$ cat src/rtl/axi_llc_tag_req_arb.sv
// LLC tag-store request arbiter: issues one BIST request after reset, then merges lookups and flushes.
// Optional perf counters are built when AXI_LLC_TAG_ARB_PERF_EN is defined.

package axi_llc_pkg;

  typedef enum logic [1:0] {
    MODE_BIST   = 2'd0,
    MODE_LOOKUP = 2'd1,
    MODE_FLUSH  = 2'd2
  } tag_mode_e;

endpackage

module axi_llc_tag_req_arb
  import axi_llc_pkg::*;
#(
  parameter int unsigned SetAssociativity = 8,
  parameter int unsigned IndexLength      = 8,
  parameter int unsigned TagLength        = 20,
  parameter int unsigned MaxStarve        = 4
) (
  input  logic                        clk_i,
  input  logic                        rst_ni,
  input  logic [SetAssociativity-1:0] spm_lock_i,
  input  logic [SetAssociativity-1:0] flushed_i,
  input  logic                        lkp_valid_i,
  output logic                        lkp_ready_o,
  input  logic [IndexLength-1:0]      lkp_index_i,
  input  logic [TagLength-1:0]        lkp_tag_i,
  input  logic                        lkp_dirty_i,
  input  logic                        fl_valid_i,
  output logic                        fl_ready_o,
  input  logic [SetAssociativity-1:0] fl_way_i,
  input  logic [IndexLength-1:0]      fl_index_i,
  output logic                        req_valid_o,
  input  logic                        req_ready_i,
  output tag_mode_e                   req_mode_o,
  output logic [SetAssociativity-1:0] req_ind_o,
  output logic [IndexLength-1:0]      req_index_o,
  output logic [TagLength-1:0]        req_tag_o,
  output logic                        req_dirty_o,
  input  logic                        bist_valid_i,
  input  logic [SetAssociativity-1:0] bist_res_i,
  output logic [SetAssociativity-1:0] bist_res_o,
  output logic                        bist_done_o,
  output logic [31:0]                 perf_lkp_cnt_o,
  output logic [31:0]                 perf_fl_cnt_o
);

  localparam int unsigned StarveW = $clog2(MaxStarve + 1);
  localparam logic [StarveW-1:0] StarveMax = StarveW'(MaxStarve);

  typedef enum logic [1:0] {
    BIST_REQ,
    BIST_ISSUE,
    BIST_WAIT,
    RUN
  } state_e;

  typedef struct packed {
    tag_mode_e                   mode;
    logic [SetAssociativity-1:0] ind;
    logic [IndexLength-1:0]      index;
    logic [TagLength-1:0]        tag;
    logic                        dirty;
  } req_t;

  state_e                      state_q;
  logic                        slot_valid_q;
  req_t                        slot_q;
  logic [StarveW-1:0]          starve_q;
  logic [SetAssociativity-1:0] bist_res_q;
  logic                        bist_done_q;

  logic                        slot_free;
  logic                        fl_grant;
  logic                        lkp_grant;
  logic                        lkp_drop;
  logic [SetAssociativity-1:0] lkp_ind;

  // NOTE: every signal gets a value on every path through this block, so no latch is inferred.
  always_comb begin
    lkp_ind   = ~spm_lock_i & ~flushed_i;
    slot_free = !slot_valid_q || req_ready_i;
    fl_grant  = (state_q == RUN) && slot_free && fl_valid_i &&
                (!lkp_valid_i || (starve_q < StarveMax));
    lkp_grant = (state_q == RUN) && slot_free && lkp_valid_i && !fl_grant;
    lkp_drop  = lkp_grant && (lkp_ind == '0);
  end

  assign lkp_ready_o = lkp_grant;
  assign fl_ready_o  = fl_grant;

  // A waiting lookup forces a grant after MaxStarve consecutive flush wins.
  always_ff @(posedge clk_i or negedge rst_ni) begin
    if (!rst_ni) begin
      starve_q <= '0;
    end else if (lkp_grant || !lkp_valid_i) begin
      starve_q <= '0;
    end else if (fl_grant && (starve_q != StarveMax)) begin
      starve_q <= starve_q + 1'b1;
    end
  end

  // NOTE: state and the output slot use non-blocking assignments so all flops update together.
  always_ff @(posedge clk_i or negedge rst_ni) begin
    if (!rst_ni) begin
      state_q      <= BIST_REQ;
      slot_valid_q <= 1'b0;
      slot_q       <= '0;
      bist_res_q   <= '0;
      bist_done_q  <= 1'b0;
    end else begin
      unique case (state_q)
        BIST_REQ: begin
          slot_valid_q <= 1'b1;
          slot_q       <= '{mode: MODE_BIST, default: '0};
          state_q      <= BIST_ISSUE;
        end
        BIST_ISSUE: begin
          if (req_ready_i) begin
            slot_valid_q <= 1'b0;
            state_q      <= BIST_WAIT;
          end
        end
        BIST_WAIT: begin
          if (bist_valid_i) begin
            bist_res_q  <= bist_res_i;
            bist_done_q <= 1'b1;
            state_q     <= RUN;
          end
        end
        RUN: begin
          if (fl_grant) begin
            slot_valid_q <= 1'b1;
            slot_q       <= '{mode:  MODE_FLUSH,
                              ind:   fl_way_i,
                              index: fl_index_i,
                              tag:   '0,
                              dirty: 1'b0};
          end else if (lkp_grant && !lkp_drop) begin
            slot_valid_q <= 1'b1;
            slot_q       <= '{mode:  MODE_LOOKUP,
                              ind:   lkp_ind,
                              index: lkp_index_i,
                              tag:   lkp_tag_i,
                              dirty: lkp_dirty_i};
          end else if (req_ready_i) begin
            // Drained with nothing to load, including a dropped lookup.
            slot_valid_q <= 1'b0;
          end
        end
        default: state_q <= BIST_REQ;
      endcase
    end
  end

  assign req_valid_o = slot_valid_q;
  assign req_mode_o  = slot_q.mode;
  assign req_ind_o   = slot_q.ind;
  assign req_index_o = slot_q.index;
  assign req_tag_o   = slot_q.tag;
  assign req_dirty_o = slot_q.dirty;
  assign bist_res_o  = bist_res_q;
  assign bist_done_o = bist_done_q;

`ifdef AXI_LLC_TAG_ARB_PERF_EN
  logic [31:0] perf_lkp_q;
  logic [31:0] perf_fl_q;

  // Dropped lookups still count: they were accepted from the requester.
  always_ff @(posedge clk_i or negedge rst_ni) begin
    if (!rst_ni) begin
      perf_lkp_q <= '0;
      perf_fl_q  <= '0;
    end else begin
      if (lkp_grant && (perf_lkp_q != '1)) perf_lkp_q <= perf_lkp_q + 32'd1;
      if (fl_grant && (perf_fl_q != '1))   perf_fl_q  <= perf_fl_q + 32'd1;
    end
  end

  assign perf_lkp_cnt_o = perf_lkp_q;
  assign perf_fl_cnt_o  = perf_fl_q;
`else
  assign perf_lkp_cnt_o = '0;
  assign perf_fl_cnt_o  = '0;
`endif

`ifndef SYNTHESIS
  a_fl_way_onehot: assert property (@(posedge clk_i) disable iff (!rst_ni)
    (fl_valid_i && fl_ready_o) |-> $onehot(fl_way_i));

  a_bist_res_hold: assert property (@(posedge clk_i) disable iff (!rst_ni)
    (state_q != BIST_WAIT) |=> $stable(bist_res_o));

  a_single_grant: assert property (@(posedge clk_i) disable iff (!rst_ni)
    !(lkp_ready_o && fl_ready_o));
`endif

endmodule

$ cat config.mk
export PLATFORM = sky130hd
export DESIGN_NAME = axi_llc_tag_req_arb
export DESIGN_NICKNAME = d
export VERILOG_FILES = /design/src/rtl/axi_llc_tag_req_arb.sv
export SDC_FILE = /design/constraint.sdc
export NUM_CORES = 1
export LEC_CHECK = 0
export BUFFER_PORTS_ARGS = -buffer_cell sky130_fd_sc_hd__buf_2
export CAP_MARGIN = 20
export CORE_MARGIN = 2
export CORE_UTILIZATION = 43
export CTS_BUF_LIST = sky130_fd_sc_hd__clkbuf_4 sky130_fd_sc_hd__clkbuf_8 sky130_fd_sc_hd__clkbuf_16
export DETAILED_ROUTE_END_ITERATION = 10
export PLACE_DENSITY = 0.9
export SLEW_MARGIN = 10
export SYNTH_ARGS = -nofsm -noshare
export SYNTH_HDL_FRONTEND = slang
export SYNTH_SLANG_ARGS = --single-unit
$ cat constraint.sdc
create_clock -name clk_i -period 2 [get_ports clk_i]
set_input_delay 0.1 -clock clk_i [delete_from_list [all_inputs] [get_ports clk_i]]
set_output_delay 0.1 -clock clk_i [all_outputs]
set_load 0.01 [all_outputs]
# Yosys cells after proc, flatten, opt, wreduce, memory -nomap -nowiden
# Index checks and enable logic that the tools add are counted.
# Widths: inputs -> output; s select.
[totals]
register_bits = 54
input_bits = 75
out_inout_bits = 115
word_cells = 58
[op_classes]
n_addsub = 1
magnitude_cmp = 1
eq_ne = 7
n_mux = 12
bitwise_logic = 3
n_reduce_logical = 24
[ops]
columns = ["operator", "n"]
rows = [
  ["$mux 39", 2],
  ["$pmux 39 s2", 1],
  ["$not 8->8", 2],
  ["$and 8x8->8", 1],
  ["$logic_and 1x1->1", 8],
  ["$logic_not 8->1", 1],
  ["$mux 3", 2],
  ["$pmux 2 s3", 1],
  ["$reduce_bool 3->1", 2],
  ["$eq 2x2->1 const B", 2],
  ["$logic_not 1->1", 4],
  ["$mux 2", 2],
  ["$ne 2x2->1 const B", 2],
  ["$reduce_and 2->1", 2],
  ["$reduce_bool 2->1", 2],
  ["$add 3x1->3 const B", 1],
  ["$logic_or 1x1->1", 3],
  ["$lt 3x3->1 const B", 1],
  ["$mux 1", 3],
  ["$ne 3x2->1 const B", 1],
  ["$ne 3x3->1 const B", 1],
  ["$pmux 1 s3", 1],
  ["$reduce_and 3->1", 1],
  ["$eq 2x1->1 const B", 1],
  ["$logic_not 2->1", 1],
]

# Depth between registers and ports, before layout
[depth]
word_depth = 13
mapped_depth = 8
depth_no_buf = 6

# Least setup slack after synthesis
# No wires, ideal clock.
[synth_path]
path_type = "register to register"
from = "reg state_q[0]"
to = "reg slot_q, in the netlist req_dirty_o"
setup_time_ps = 121
arrival_time_ps = 1653
t_required_ps = 1879
path_slack_ps = 226
stages_incl_launch_ff = 8
n_path_buf = 2
synth_period_minus_slack_ps = 1774
path_cell_list = "dfrtp_1 inv_1 ha_1 a211oi_4 nor2_4 buf_6 buf_6 a22o_1"
[synth_between]
elab_chain_len = 11
elab_cells_between_ends = 16
classes_between = "2 x eq/ne; 2 x mux; 12 x reduce/logical"
[synth_rtl]
columns = ["element", "line_no", "rtl"]
rows = [
  ["from (decl)", "68", "state_e state_q;"],
  ["from (signal assigned)", "108", "state_q <= BIST_REQ;"],
  ["from (signal assigned)", "118", "state_q <= BIST_ISSUE;"],
  ["from (signal assigned)", "123", "state_q <= BIST_WAIT;"],
  ["$eq 2x2->1", "85, 87, 114", ""],
  ["$logic_and 1x1->1", "85, 87", ""],
  ["$logic_and 1x1->1 (2 in a row)", "85", "fl_grant = (state_q == RUN) && slot_free && fl_valid_i &&"],
  ["$logic_not 1->1", "87", "lkp_grant = (state_q == RUN) && slot_free && lkp_valid_i && !fl_grant;"],
  ["$logic_and 1x1->1", "87", ""],
  ["$logic_and 1x1->1", "88", "lkp_drop = lkp_grant && (lkp_ind == '0);"],
  ["$logic_not 1->1", "141", "end else if (lkp_grant && !lkp_drop) begin"],
  ["$logic_and 1x1->1", "141", ""],
  ["$ne 3x2->1 (no line)", "--", ""],
  ["$reduce_and 2->1 (no line)", "--", ""],
  ["to (signal assigned)", "136", "slot_q <= '{mode: MODE_FLUSH,"],
  ["to (signal assigned)", "143", "slot_q <= '{mode: MODE_LOOKUP,"],
  ["to (decl)", "70", "req_t slot_q;"],
]
# Parallel ways exist; a longest one is shown, timed or not.
# A chain may end at the register's enable or synchronous reset.

# Final worst setup path
[layout_path]
from = "reg state_q[0]"
to = "reg slot_q, in the netlist req_index_o[3]"
# The elaborated chain is that of the path after synthesis.

==> results.md <==
Worst setup path
• **highest-delay cell along the critical path** sky130_fd_sc_hd__dfrtp_1
• **maximum fanout count along the critical path** 9
• **delay of the slowest cell on the worst path** 450 ps
• **Worst path top cell family by delay** flip-flops
• **crit path cell chain** inv_1 > ha_2 > a211oi_4 > nor2_4 > buf_4 > mux2_4
• **critical path buffer and inverter count** 2
• **type of the setup path with the least slack** register to register
• **sort of element at the end of the critical path** register
• **nature of the critical path startpoint** register
• **register-to-register path setup slack** 100 ps
• **Crit path arrival time** 2100 ps
• **data required time at the worst endpoint** 2200 ps

Floorplan
• **Core Box Area** 0.00683 mm2
• **count of boundary I/O pins** 190
• **Die Span Y** 88.3 um
• **standard-cell row count** 30
• **x dimension of the die** 88.3 um
• **DIE AREA** 0.00780 mm2
• **Initial Utilization** 44.7%

STA
• **TNS Setup** 0 ps
• **count of endpoints failing setup in the final report** 0
• **Final Max Tran Viols** 0
• **setup repair after global routing missed its margin** false
• **relative max-transition margin** 45.0%
• **ratio of final minimum period to clock period** 95.1%
• **Final Skew** 14.5 ps
• **worst slew pin tran** 824 ps
• **number of endpoints with negative hold slack in the final report** 0
• **highest clock frequency the design can meet** 0.526 GHz
• **worst setup margin** 98.5 ps
• **post-route minimum period** 1900 ps

Global route
• **number of antenna violations at the first check in global routing** 1
• **vias in the first global route** 2,123
• **wire length of the first global-routing pass** 9760 um
• **residual overflow from global routing** 0
• **overall fraction of global-route tracks in use** 16.1%
• **maximum number of pins on one net before global-route repair** 38

Detailed routing
• **number of iterations in the first detailed-routing pass** 5
• **met2 WL post-DR** 3440 um
• **routed len/inst** 13.6 um
• **Final Routed Wirelength** 6780 um
• **Detail Route Antenna Nets** 0
• **WL met3** 518 um
• **detailed-route vias per instance** 4.43
• **final routed DRC violation total** 0
• **DR top layer** met4
• **met1 WL** 2730 um
• **vias post-DR** 2,215
• **violation count after the first detailed-route iteration** 73

Power
• **static leakage** 2.14 nW
• **power after layout** 4.53 mW
• **total power divided by cell area** 1230 mW/mm2
• **worst vdd ir** 0.540 mV

Clocking
• **Clk pin slew, worst setup/hold paths** 110 ps
• **CTS root buf** sky130_fd_sc_hd__clkbuf_8
• **number of buffers on the longest clock path** 2
• **clock tree from TritonCTS** done
• **number of buffers added by the clock tree synthesis step** 5
• **Sinks on Clock Net** 54
• **latest clock arrival within the worst-skew pair** 310 ps
• **CTS HTree Levels** 2

Yosys
• **number of distinct standard cells referenced by the synthesized netlist** 32
• **cell area after synthesis** 0.00306 mm2
• **FF+latch count, synth** 54
• **YS warnings** 0
• **average cell area after synthesis** 11.3 um2
• **number of instances in the synthesized netlist** 270
• **Seq/Total Area, Yosys** 44.2%

Finish
• **Final Instance Area** 0.00369 mm2
• **number of nets at the end of the flow** 485
• **utilization of the core after routing** 54.0%
• **Fillers** 597
• **signed area change from the synthesized netlist to the final layout** 20.8%
• **fraction of final layout cells sized beyond drive strength 1** 44.7%

Worst hold path
• **worst hold path class** primary input to register

Placed design
• **placed instance area** 0.00356 mm2
• **pre-CTS WS** 85.8 ps
• **final RePlAce weighted congestion** 0.773
• **number of buffer cells added on primary ports** 125
• **dpl hpwl** 5280 um

Flow run
• **count of max-cap constraint violations** 0

Status
• **outcome** finished, final reports clean

[through the flow]
stage               std cells  hold WS [ps]
finish                    500          8.82
global route              500        -0.475
CTS                       498          1.04
detailed placement        489           246
global placement          489           231
floorplan                 333          -196
[report_power, final]
part | internal, mW | switching (mW) | total (mW)
clock | 0.286 | 0.374 | 0.660
combinational | 1.08 | 1.19 | 2.27
sequential | 1.41 | 0.192 | 1.60
[layout by cell type, fill, tap and decap left out, drive strengths merged, types with 4 or more instances in the layout]
master    n
o21ai     4
mux2     25
mux2i     6
nand3     8
clkbuf    6
nor2     22
ha        8
dfrtp    54
conb     64
nand2    20
a21oi     4
buf     134
inv      11
a22o     24
[timing repair]
action	CTS	global route
pin swaps	0	1
endpoints found under the setup margin	1	14
setup buffers	0	1
hold buffers	1	0
resized for setup	1	3
cloned	0	0
endpoints found under the hold margin	35	0
[Yosys cell counts, drive strengths merged]
| cell | count | area (um2) |
|---|---|---|
| buf | 72 | 546 |
| mux2 | 25 | 345 |
| inv | 10 | 37.5 |
| o21ai | 4 | 20.0 |
| o2111ai | 1 | 26.3 |
| nand4 | 1 | 21.3 |
| a211oi | 1 | 20.0 |
| ha | 8 | 100 |
| nand2 | 20 | 77.6 |
| a31oi | 1 | 12.5 |
| xnor2 | 1 | 8.76 |
| a22o | 24 | 210 |
| nand3 | 8 | 40.0 |
| conb | 1 | 3.75 |
| dfrtp | 54 | 1350 |
| mux2i | 6 | 60.1 |
| nor2 | 22 | 90.1 |
| nand2b | 2 | 20.0 |
| nor4 | 2 | 25.0 |
| a221oi | 1 | 8.76 |
| nor3 | 1 | 5.00 |
| clkbuf | 1 | 3.75 |
| a21oi | 4 | 23.8 |
[worst reg2reg max path, cell delays in order, from the launching register on]
cell and delay (ps):
sky130_fd_sc_hd__dfrtp_1 450, sky130_fd_sc_hd__inv_1 160, sky130_fd_sc_hd__ha_2 330, sky130_fd_sc_hd__a211oi_4 270, sky130_fd_sc_hd__nor2_4 80, sky130_fd_sc_hd__buf_4 200, sky130_fd_sc_hd__mux2_4 310
[metal layers]
metal  vias to the layer above  GRT usage [%]
li1                       1050              -
met1                      1039           18.7
met2                       117           29.8
met3                         9           3.17
met4                         0           5.23
met5                         -              0
[final timing paths]
| path | startpoint | endpoint | depth (start not counted) |
|---|---|---|---|
| setup / recovery | state_q[0]$_DFFE_PN0P_ | req_index_o[3]$_DFFE_PN0P_ | 6 |
| hold / removal | bist_res_i[2] | bist_res_o[2]$_DFFE_PN0P_ | 2 |
| setup reg to reg | state_q[0]$_DFFE_PN0P_ | req_index_o[3]$_DFFE_PN0P_ | 6 |
| hold reg to reg | bist_done_o$_DFFE_PN0P_ | bist_done_o$_DFFE_PN0P_ | 1 |
| max in group asynchronous | rst_ni | req_dirty_o$_DFFE_PN0P_ | 3 |
| min in group asynchronous | rst_ni | req_ind_o[7]$_DFFE_PN0P_ | 2 |
[registers in the layout, summed over array words and instances, names as in the netlist]
name,cells
req_ind_o,8
req_valid_o,1
starve_q,3
req_index_o,8
bist_done_o,1
req_dirty_o,1
bist_res_o,8
req_mode_o,2
state_q,2
req_tag_o,20
[layout make-up]
type / count / area [um2] / share of cell area [%]
multi-input combinational: 196 / 1360 / 36.8
sequential: 54 / 1350 / 36.6
timing repair buffer: 135 / 716 / 19.4
tap: 96 / 120 / 3.25
clock buffer: 6 / 82.6 / 2.24
inverter: 10 / 42.5 / 1.15
clock inverter: 2 / 16.3 / 0.441
antenna: 1 / 2.50 / 0.0678
[logic make-up (layout without fill, tap and decap cells)]
group           after synthesis  count (layout)  share of synthesized area, %
compound gates               36              36                          10.5
xor+xnor                      1               1                         0.287
fa+ha+maj                     8               8                          3.27
buf+inv                      83             153                          19.2
flops                        54              54                          44.2
mux                          31              31                          13.3
other cells                   1              65                         0.123
simple gates                 56              56                          9.13
(Power assumes the default switching activity.)
